### src/rtl/axi_lite_master.sv
// Single-outstanding AXI4-Lite master bridging a simple core request/response port.
// Define AXI_MASTER_ALIGN_CHECK_EN to reject misaligned addresses without bus activity.
module axi_lite_master #(
   parameter int unsigned ADDR_WIDTH = 32
) (
   input  logic                  aclk,
   input  logic                  aresetn,
   // core request
   input  logic                  req_valid,
   output logic                  req_ready,
   input  logic                  req_write,
   input  logic [ADDR_WIDTH-1:0] req_addr,
   input  logic [31:0]           req_wdata,
   input  logic [3:0]            req_wstrb,
   // core response
   output logic                  resp_valid,
   input  logic                  resp_ready,
   output logic [31:0]           resp_rdata,
   output logic                  resp_err,
   // AXI read
   output logic [ADDR_WIDTH-1:0] araddr,
   output logic [2:0]            arprot,
   output logic                  arvalid,
   input  logic                  arready,
   input  logic [31:0]           rdata,
   input  logic [1:0]            rresp,
   input  logic                  rvalid,
   output logic                  rready,
   // AXI write
   output logic [ADDR_WIDTH-1:0] awaddr,
   output logic [2:0]            awprot,
   output logic                  awvalid,
   input  logic                  awready,
   output logic [31:0]           wdata,
   output logic [3:0]            wstrb,
   output logic                  wvalid,
   input  logic                  wready,
   input  logic [1:0]            bresp,
   input  logic                  bvalid,
   output logic                  bready
);

   typedef enum logic [2:0] {
      StIdle, StRdAddr, StRdData, StWrReq, StWrResp, StResp
   } state_e;

   state_e                  state_q, state_d;
   logic [ADDR_WIDTH-1:0]   addr_q, addr_d;
   logic [31:0]             wdata_q, wdata_d;
   logic [3:0]              wstrb_q, wstrb_d;
   logic                    arvalid_q, arvalid_d;
   logic                    rready_q, rready_d;
   logic                    awvalid_q, awvalid_d;
   logic                    wvalid_q, wvalid_d;
   logic                    bready_q, bready_d;
   logic                    resp_valid_q, resp_valid_d;
   logic                    resp_err_q, resp_err_d;
   logic [31:0]             resp_rdata_q, resp_rdata_d;
   logic                    misaligned;
   logic                    aw_done, w_done;

`ifdef AXI_MASTER_ALIGN_CHECK_EN
   assign misaligned = (req_addr[1:0] != 2'b00);
`else
   assign misaligned = 1'b0;
`endif

   // A channel counts as done once its valid has dropped or is handshaking now.
   assign aw_done = !awvalid_q || awready;
   assign w_done  = !wvalid_q || wready;

   always_comb begin
      state_d      = state_q;
      addr_d       = addr_q;
      wdata_d      = wdata_q;
      wstrb_d      = wstrb_q;
      arvalid_d    = arvalid_q;
      rready_d     = rready_q;
      awvalid_d    = awvalid_q;
      wvalid_d     = wvalid_q;
      bready_d     = bready_q;
      resp_valid_d = resp_valid_q;
      resp_err_d   = resp_err_q;
      resp_rdata_d = resp_rdata_q;
      unique case (state_q)
         StIdle: begin
            if (req_valid) begin
               addr_d  = req_addr;
               wdata_d = req_wdata;
               wstrb_d = req_wstrb;
               if (misaligned) begin
                  state_d      = StResp;
                  resp_valid_d = 1'b1;
                  resp_err_d   = 1'b1;
                  resp_rdata_d = 32'h0;
               end else if (req_write) begin
                  state_d   = StWrReq;
                  awvalid_d = 1'b1;
                  wvalid_d  = 1'b1;
               end else begin
                  state_d   = StRdAddr;
                  arvalid_d = 1'b1;
               end
            end
         end
         StRdAddr: begin
            if (arready) begin
               arvalid_d = 1'b0;
               rready_d  = 1'b1;
               state_d   = StRdData;
            end
         end
         StRdData: begin
            if (rvalid) begin
               rready_d     = 1'b0;
               resp_rdata_d = rdata;
               resp_err_d   = (rresp != 2'b00);
               resp_valid_d = 1'b1;
               state_d      = StResp;
            end
         end
         StWrReq: begin
            if (awready) awvalid_d = 1'b0;
            if (wready)  wvalid_d  = 1'b0;
            if (aw_done && w_done) begin
               bready_d = 1'b1;
               state_d  = StWrResp;
            end
         end
         StWrResp: begin
            if (bvalid) begin
               bready_d     = 1'b0;
               resp_rdata_d = 32'h0;
               resp_err_d   = (bresp != 2'b00);
               resp_valid_d = 1'b1;
               state_d      = StResp;
            end
         end
         StResp: begin
            if (resp_ready) begin
               resp_valid_d = 1'b0;
               state_d      = StIdle;
            end
         end
         default: state_d = StIdle;
      endcase
   end

   always_ff @(posedge aclk or negedge aresetn) begin
      if (!aresetn) begin
         state_q      <= StIdle;
         addr_q       <= '0;
         wdata_q      <= 32'h0;
         wstrb_q      <= 4'h0;
         arvalid_q    <= 1'b0;
         rready_q     <= 1'b0;
         awvalid_q    <= 1'b0;
         wvalid_q     <= 1'b0;
         bready_q     <= 1'b0;
         resp_valid_q <= 1'b0;
         resp_err_q   <= 1'b0;
         resp_rdata_q <= 32'h0;
      end else begin
         state_q      <= state_d;
         addr_q       <= addr_d;
         wdata_q      <= wdata_d;
         wstrb_q      <= wstrb_d;
         arvalid_q    <= arvalid_d;
         rready_q     <= rready_d;
         awvalid_q    <= awvalid_d;
         wvalid_q     <= wvalid_d;
         bready_q     <= bready_d;
         resp_valid_q <= resp_valid_d;
         resp_err_q   <= resp_err_d;
         resp_rdata_q <= resp_rdata_d;
      end
   end

   assign req_ready  = (state_q == StIdle);
   assign resp_valid = resp_valid_q;
   assign resp_rdata = resp_rdata_q;
   assign resp_err   = resp_err_q;
   assign araddr     = addr_q;
   assign arprot     = 3'b000;
   assign arvalid    = arvalid_q;
   assign rready     = rready_q;
   assign awaddr     = addr_q;
   assign awprot     = 3'b000;
   assign awvalid    = awvalid_q;
   assign wdata      = wdata_q;
   assign wstrb      = wstrb_q;
   assign wvalid     = wvalid_q;
   assign bready     = bready_q;

endmodule

### config.mk
export PLATFORM = sky130hd
export DESIGN_NAME = axi_lite_master
export DESIGN_NICKNAME = d
export VERILOG_FILES = /design/src/rtl/axi_lite_master.sv
export SDC_FILE = /design/constraint.sdc
export NUM_CORES = 1
export LEC_CHECK = 0
export ABC_AREA = 0
export CAP_MARGIN = 0
export CORE_UTILIZATION = 39
export DETAILED_ROUTE_END_ITERATION = 6
export HOLD_SLACK_MARGIN = 0.06
export PLACE_DENSITY = 0.84
export SLEW_MARGIN = 40
export SYNTH_ARGS = -nofsm -noshare
export SYNTH_HDL_FRONTEND = slang
export SYNTH_SLANG_ARGS = --single-unit
### constraint.sdc
create_clock -name aclk -period 2.25 [get_ports aclk]
set_input_delay 0.3375 -clock aclk [delete_from_list [all_inputs] [get_ports aclk]]
set_output_delay 0.3375 -clock aclk [all_outputs]
set_load 0.1 [all_outputs]
Yosys cells after proc, flatten, opt, wreduce, memory -nomap -nowiden --
Index checks and enable logic that the tools add are counted.
Storage, ports and cells: register bits 110, bits of input ports 114, output and inout bits 146, logic and storage cells 84
Cells by class: equal/unequal tests 15, mux-type cells 34, reductions and logical operators 23
Operators with widths (number):
- 32-bit 2-to-1 mux | 2
- 32-bit one-hot mux with 2 select lines | 1
- 3-bit 2-to-1 mux | 6
- 2-bit != test, second input constant | 9
- 3-bit one-hot mux with 6 select lines | 1
- 1-bit 2-to-1 mux | 16
- 4-bit AND reduction | 4
- 2-bit nonzero test | 7
- 1-bit one-hot mux with 2 select lines | 6
- 3-bit AND reduction | 3
- 3-bit by 2-bit equality test with 1-bit output, second input constant | 2
- 3-bit equality test, second input constant | 2
- 6-bit AND reduction | 1
- 3-bit by 1-bit equality test with 1-bit output, second input constant | 1
- 3-bit logical NOT | 1
- 1-bit one-hot mux with 3 select lines | 1
- 3-bit nonzero test | 1
- 1-bit logical NOT | 2
- 1-bit logical OR | 2
- 2-bit 2-to-1 mux | 1
- 2-bit by 1-bit != test with 1-bit output, second input constant | 1
- 2-bit AND reduction | 1
- 1-bit logical AND | 1

Longest topological paths before layout --
Gate-level depths: netlist of run 1.
word-level depth 5, depth in mapped cells 7, depth with buffers taken out 4

Worst setup path after synthesis of run 1 --
OpenSTA, ideal clock, no wires.
kind register to register, start point register state_q[0], end point register addr_q[10] (netlist: araddr[10]), library setup time 126 ps, arrival time 2709 ps, data required time 2124 ps, setup slack -584 ps, cell stages (with the launch flop) 8, buffers on the path 4, clock period less this slack 2834 ps, cells stage by stage dfrtp_1 > buf_2 > nor3_2 > and2_1 > buf_4 > buf_6 > buf_6 > mux2_2
Between the ends: cells in the longest elaborated chain, start to end 2
Ends and longest elaborated chain:
- from (decl) | line 47 | state_e state_q, state_d;
- from (signal assigned) | line 151 | state_q <= StIdle;
- from (signal assigned) | line 164 | state_q <= state_d;
- 3-bit logical NOT
- named net req_ready | line 10 | output logic req_ready,
- 2-bit AND reduction (no line)
- to (signal assigned) | line 165 | addr_q <= addr_d;
- to (decl) | line 48 | logic [ADDR_WIDTH-1:0] addr_q, addr_d;
The timed path passes the listed nets, and every way through them passes these cells. A chain may end at the register's enable or synchronous reset.

Final worst setup path of run 1 --
start point register state_q[1], end point register wdata_q[14] (netlist: wdata[14])
Between the ends: cells in the longest elaborated chain, start to end 2
Ends and longest elaborated chain:
- 3-bit logical NOT | line 85 | unique case (state_q)
- 2-bit AND reduction (no line)
- to (signal assigned) | line 166 | wdata_q <= wdata_d;
- to (decl) | line 49 | logic [31:0] wdata_q, wdata_d;
No other way between the ends.

==> results.py, run 1 <==
metrics = {
    "outcome": {
        "status": "finished, violations left",
        "violations": "design-rule violations",
    },
    "routing": {
        "ant_nets": 0,
        "wl_mm": 11.8,
        "drcViolationCount": 23,
        "firstDrtPassIters": 7,
        "initialDrtViolationCount": 162,
        "vias": 3645,
        "wire_per_inst_um": 15.5,
        "vias_per_cell": 4.79,
    },
    "sta": {
        "rsz0062_at_grt": "no",
        "worst_slack_ns": 0.533,
        "fin_worst_skew_ns": 0.00672,
        "finalSetupViolCount": 0,
        "finalHoldViolCount": 0,
        "period_share": 0.763,
        "timing.fmax_mhz": 583,
        "fin_crit_ns": 1.72,
        "fin_tns_setup_ns": 0,
        "slew_viol_final": 0,
    },
    "setup_path": {
        "critPathKind": "flip-flop to flip-flop",
        "worstSetupStartpointType": "flip-flop",
        "critPathCaptureType": "flip-flop",
        "cp_data_required_time_ns": 2.48,
        "cp_top_family": "simple AND/OR/NAND/NOR gates",
        "cp.arrival_ns": 1.95,
        "r2r_setup_slack_ns": 0.53,
        "path_max_fanout": 38,
        "path_buf_inv": 1,
        "crit_chain": "nor3_4 > and2_4 > buf_12 > mux2_2",
        "slowest_stage": "dfrtp_1",
        "max_stage_delay_ns": 0.40,
    },
    "floorplanning": {
        "fp.dieW_um": 112,
        "start_util": 0.405,
        "die_area_um2": 12500,
        "rows": 39,
        "core_um2": 11600,
        "dieHeight_um": 112,
        "io_pins": 260,
    },
    "synth": {
        "synth_area_um2": 4710,
        "syn_avg_cell_area_um2": 12.0,
        "ys_ff_latch": 110,
        "syn_inst": 393,
        "ys_types": 35,
        "yosys_warnings": 0,
        "ys_seq_area_frac": 0.585,
    },
    "final_layout": {
        "multi_input_area_um2": 1620,
        "regArea_um2": 2750,
        "drive_gt1_frac": 0.385,
        "num-fill-cells": 928,
        "nNetsFinal": 728,
        "diodes": 0,
        "area_growth_pct": 52.0,
    },
    "clock_network": {
        "htreeDepth": 3,
        "clk_transition_reported_paths_ns": 0.07,
        "cts.path.max_buffers": 2,
        "numCtsBuffers": 9,
        "cts_tree": "built",
        "cts_sinks": 110,
        "insertion_delay_ns": 0.35,
        "root_buffer": "clkbuf_16",
    },
    "min_path": {
        "holdCritPathClass": "input port to async pin",
    },
    "placed_design": {
        "gp_congestion": 0.727,
        "io_buffers": 253,
        "dp_slack_ns": 0.331,
        "dp_hpwl_mm": 9.01,
    },
    "global_routing": {
        "grt_util_met2": 0.359,
        "grt_max_degree": 68,
        "antenna_found_initial": 0,
        "grt.total_usage": 0.198,
        "met3_usage": 0.0757,
        "grt_pass1_wl_mm": 19.2,
        "grt.busiest_layer": "met2",
        "grt_use_met1": 0.208,
        "overflow": 0,
        "grt_pass1_vias": 3753,
    },
    "flow_run": {
        "cap_viol_max_count": 0,
    },
}
placed cells by master (no fill, tap or decap), types with 3 or more instances in the layout:
| master | n |
|---|---|
| nand2_1 | 74 |
| conb_1 | 6 |
| clkbuf_16 | 9 |
| mux2_2 | 48 |
| o21ai_0 | 37 |
| mux2_4 | 20 |
| nand3b_1 | 3 |
| a21o_1 | 3 |
| dfrtp_1 | 110 |
| clkdlybuf4s50_1 | 112 |
| a21oi_1 | 6 |
| buf_12 | 4 |
| buf_4 | 148 |
| nor2_1 | 5 |
area by class of cell:
cell class | count | area share
inverter | 2 | 0.00105
tap | 143 | 0.0250
multi-input combinational | 226 | 0.226
sequential | 110 | 0.385
clock inverter | 3 | 0.00280
clock buffer | 12 | 0.0359
timing repair buffer | 265 | 0.325
logic make-up (layout without fill, tap and decap cells):
| family | count (synthesis) | after routing | synth area share |
|---|---|---|---|
| simple gates | 97 | 97 | 0.0922 |
| compound gates | 54 | 54 | 0.0638 |
| flops | 110 | 110 | 0.585 |
| other cells | 1 | 6 | 0.000796 |
| mux | 69 | 69 | 0.165 |
| buf+inv | 62 | 282 | 0.0938 |
timing repair:
action / in CTS / in global routing
endpoints found under the setup margin: 0 / 0
hold buffers: 1 / 0
setup buffers: 0 / 0
endpoints found under the hold margin: 14 / 0
resized for setup: 0 / 0
state kept, by name, indices dropped and copies added (netlist names):
| register | flops |
|---|---|
| bready | 1 |
| awvalid | 1 |
| resp_err | 1 |
| arvalid | 1 |
| wstrb | 4 |
| resp_valid | 1 |
| wvalid | 1 |
| resp_rdata | 32 |
| rready | 1 |
| state_q | 3 |
| araddr | 32 |
| wdata | 32 |
path summary, 6_finish.rpt:
path | start | end | cells after the start
max | state_q[1]$_DFFE_PN0P_ | wdata[14]$_DFFE_PN0P_ | 4
max reg2reg | state_q[1]$_DFFE_PN0P_ | wdata[14]$_DFFE_PN0P_ | 4
min in group aclk | resp_rdata[22]$_DFFE_PN0P_ | resp_rdata[22]$_DFFE_PN0P_ | 2
min reg2reg | resp_rdata[22]$_DFFE_PN0P_ | resp_rdata[22]$_DFFE_PN0P_ | 2
min | aresetn | araddr[2]$_DFFE_PN0P_ | 2
max in group asynchronous | aresetn | resp_rdata[29]$_DFFE_PN0P_ | 3
cell usage after synthesis (all sizes together):
cell,count,share of area
nand4bb,1,0.0024
conb,1,0.00080
nor3b,1,0.0027
or2b,1,0.0016
a211o,3,0.0058
nand2,74,0.059
nor3,3,0.0043
a211oi,1,0.0016
inv,2,0.0016
clkbuf,5,0.0040
a31oi,1,0.0013
buf,55,0.088
nor2b,1,0.0013
nor4,1,0.0013
o2bb2ai,1,0.0019
mux2,68,0.16
nor2,5,0.0040
mux2i,1,0.0021
a21oi,6,0.0064
o21ai,38,0.040
or3b,1,0.0019
and2,3,0.0040
nand2b,1,0.0013
nand3b,3,0.0048
nor4b,2,0.0037
o31ai,1,0.0016
a21o,3,0.0048
dfrtp,110,0.58
metrics by stage:
step	util	instance area, um2	cells	hold WS [ns]
3_3_place_gp	0.591	6870	745	0.212
3_5_place_dp	0.591	6870	745	0.219
4_1_cts	0.616	7150	761	0.380
2_1_floorplan	-	4830	398	0.0419
5_1_grt	0.616	7150	761	0.387
6_report	0.616	7150	761	0.387
routing by layer:
layer / up-vias / routed length, um
li1: 1711 / -
met1: 1746 / 4210
met2: 168 / 6230
met3: 20 / 1060
met4: 0 / 266
met5: - / 0
Power of run 1 is not shown: default switching activity piles up to over one toggle a cycle in this logic, so the estimate is an artifact.
==> run 2, diff against run 1 <==
clock period = 1.8 ns   (was 2.25 ns; I/O delays follow)
==> run 2 against run 1 <==
Net effect: the run still ends with design-rule violations left; utilization is 4.2 points higher; via count up 0.71%; largest cell class is now buffers; critical path depth unchanged; first-iteration DRC count is 29% lower; clock skew decreased by 0.0014 ns; highest routed layer unchanged.
==> results.py, run 2 (synthesis gave the netlist of run 1 again) <==
metrics = {
    "outcome": {
        "status": "finished, violations left",
        "violations": "design-rule violations",
    },
    "routing": {
        "wire_per_inst_um": 16.5,
        "ant_nets": 0,
        "firstDrtPassIters": 6,
        "drcViolationCount": 20,
        "initialDrtViolationCount": 115,
        "vias": 3671,
        "wl_mm": 12.6,
        "vias_per_cell": 4.78,
    },
    "global_routing": {
        "grt.total_usage": 0.207,
        "grt_pass1_vias": 3927,
        "grt_pass1_wl_mm": 20.1,
        "antenna_found_initial": 1,
        "overflow": 0,
        "grt_max_degree": 68,
        "grt_util_met2": 0.377,
        "grt.busiest_layer": "met2",
        "grt_use_met1": 0.215,
        "met3_usage": 0.0621,
    },
    "placed_design": {
        "io_buffers": 253,
        "dp_hpwl_mm": 9.69,
        "gp_congestion": 0.799,
        "dp_cells": 750,
    },
    "floorplanning": {
        "dieHeight_um": 112,
        "die_area_um2": 12500,
        "rows": 39,
        "fp.dieW_um": 112,
        "core_um2": 11600,
        "start_util": 0.405,
        "io_pins": 260,
    },
    "setup_path": {
        "crit_path_end": "wdata[12]$_DFFE_PN0P_",
        "rr_worst_depth": 4,
        "startpoint": "state_q[2]$_DFFE_PN0P_",
        "cp.arrival_ns": 1.91,
        "r2r-start": "state_q[2]$_DFFE_PN0P_",
        "path_max_fanout": 19,
        "worst_r2r_endpoint": "wdata[12]$_DFFE_PN0P_",
        "worstSetupStartpointType": "flip-flop",
        "r2r_setup_slack_ns": 0.12,
        "critPathKind": "flip-flop to flip-flop",
        "critPathCaptureType": "flip-flop",
        "cp_data_required_time_ns": 2.03,
    },
    "sta": {
        "rsz0062_at_grt": "no",
        "timing.fmax_mhz": 595,
        "fin_crit_ns": 1.68,
        "finalHoldViolCount": 0,
        "slew_viol_final": 0,
        "period_share": 0.933,
        "finalSetupViolCount": 0,
        "fin_worst_skew_ns": 0.00532,
    },
    "flow_run": {
        "cap_viol_max_count": 0,
    },
    "clock_network": {
        "cts_resized": 0,
        "insertion_delay_ns": 0.34,
        "htreeDepth": 3,
        "cts.path.max_buffers": 2,
        "root_buffer": "clkbuf_16",
        "numCtsBuffers": 9,
        "cts_sinks": 110,
        "clk_transition_reported_paths_ns": 0.07,
        "cts_tree": "built",
    },
    "final_layout": {
        "regArea_um2": 2750,
        "nNetsFinal": 734,
        "multi_input_area_um2": 1620,
        "area_growth_pct": 62.2,
        "stdcell_count": 768,
        "num-fill-cells": 860,
        "drive_gt1_frac": 0.393,
        "layout_common_cells": "buf_4, clkdlybuf4s50_1, dfrtp_1",
        "layout.cells.most_common": "buf_4",
    },
    "min_path": {
        "holdCritPathClass": "input port to async pin",
    },
}
-- run 2: cell count changes in the layout (fill, tap and decap cells not counted) --
cell and delta:
buf_12 +35, buf_4 -29, clkinv_4 +4, clkbuf_8 -2, clkbuf_1 -1, clkinv_2 -1, diode_2 +1
-- run 2: through the flow --
step                setup slack, ns  area, um2  hold slack (ns)  TNS (ns)   util
floorplan                    -0.540       4830          -0.0256    -32.31      -
global placement             0.0563       7340            0.102         0  0.632
detailed placement           0.0103       7340            0.105         0  0.632
CTS                          0.0975       7630            0.270         0  0.657
global route                0.00220       7640            0.287         0  0.658
finish                        0.121       7640            0.296         0  0.658
-- run 2: metal layers --
metal  wire length [um]  share of wire
met1               4540           0.36
met2               6690           0.53
met4                376          0.030
met3               1030          0.082
met5                  0              0
-- run 2: layout make-up --
class / instances / share of cell area
antenna: 1 / 0.000328
clock buffer: 9 / 0.0295
clock inverter: 6 / 0.00655
inverter: 2 / 0.000983
multi-input combinational: 226 / 0.212
sequential: 110 / 0.360
tap: 143 / 0.0234
timing repair buffer: 271 / 0.367
-- run 2: worst max-delay path, stage by stage (launching register included) --
cell and delay [ns]:
dfrtp_1 0.50, nor3_4 0.22, and2_4 0.28, buf_12 0.20, mux2_2 0.35
-- run 2: how the worst min path moves through the flow --
stage / from / slack [ns] / cells after the start / endpoint
after floorplan: aresetn / -0.03 / 0 / araddr[0]$_DFFE_PN0P_
after CTS: aresetn / 0.27 / 2 / araddr[2]$_DFFE_PN0P_
final: aresetn / 0.30 / 2 / araddr[2]$_DFFE_PN0P_
after detailed placement: aresetn / 0.11 / 1 / araddr[2]$_DFFE_PN0P_
after global placement: aresetn / 0.10 / 1 / araddr[2]$_DFFE_PN0P_
after global routing: aresetn / 0.29 / 2 / araddr[2]$_DFFE_PN0P_
-- run 2: what timing repair did --
action                                  in CTS  in global routing
buffers inserted                             0                  1
hold buffers                                 1                  0
endpoints found under the hold margin      110                  0
endpoints found under the setup margin       0                  5
Power of run 2 is left out for the same reason.
==> run 3, diff against run 2 <==
SLEW_MARGIN = 0   (was 40)
==> results of run 3 <==
The final DEF is identical to that of run 2; final timing and power are the same.
Power of run 3 is left out for the same reason.
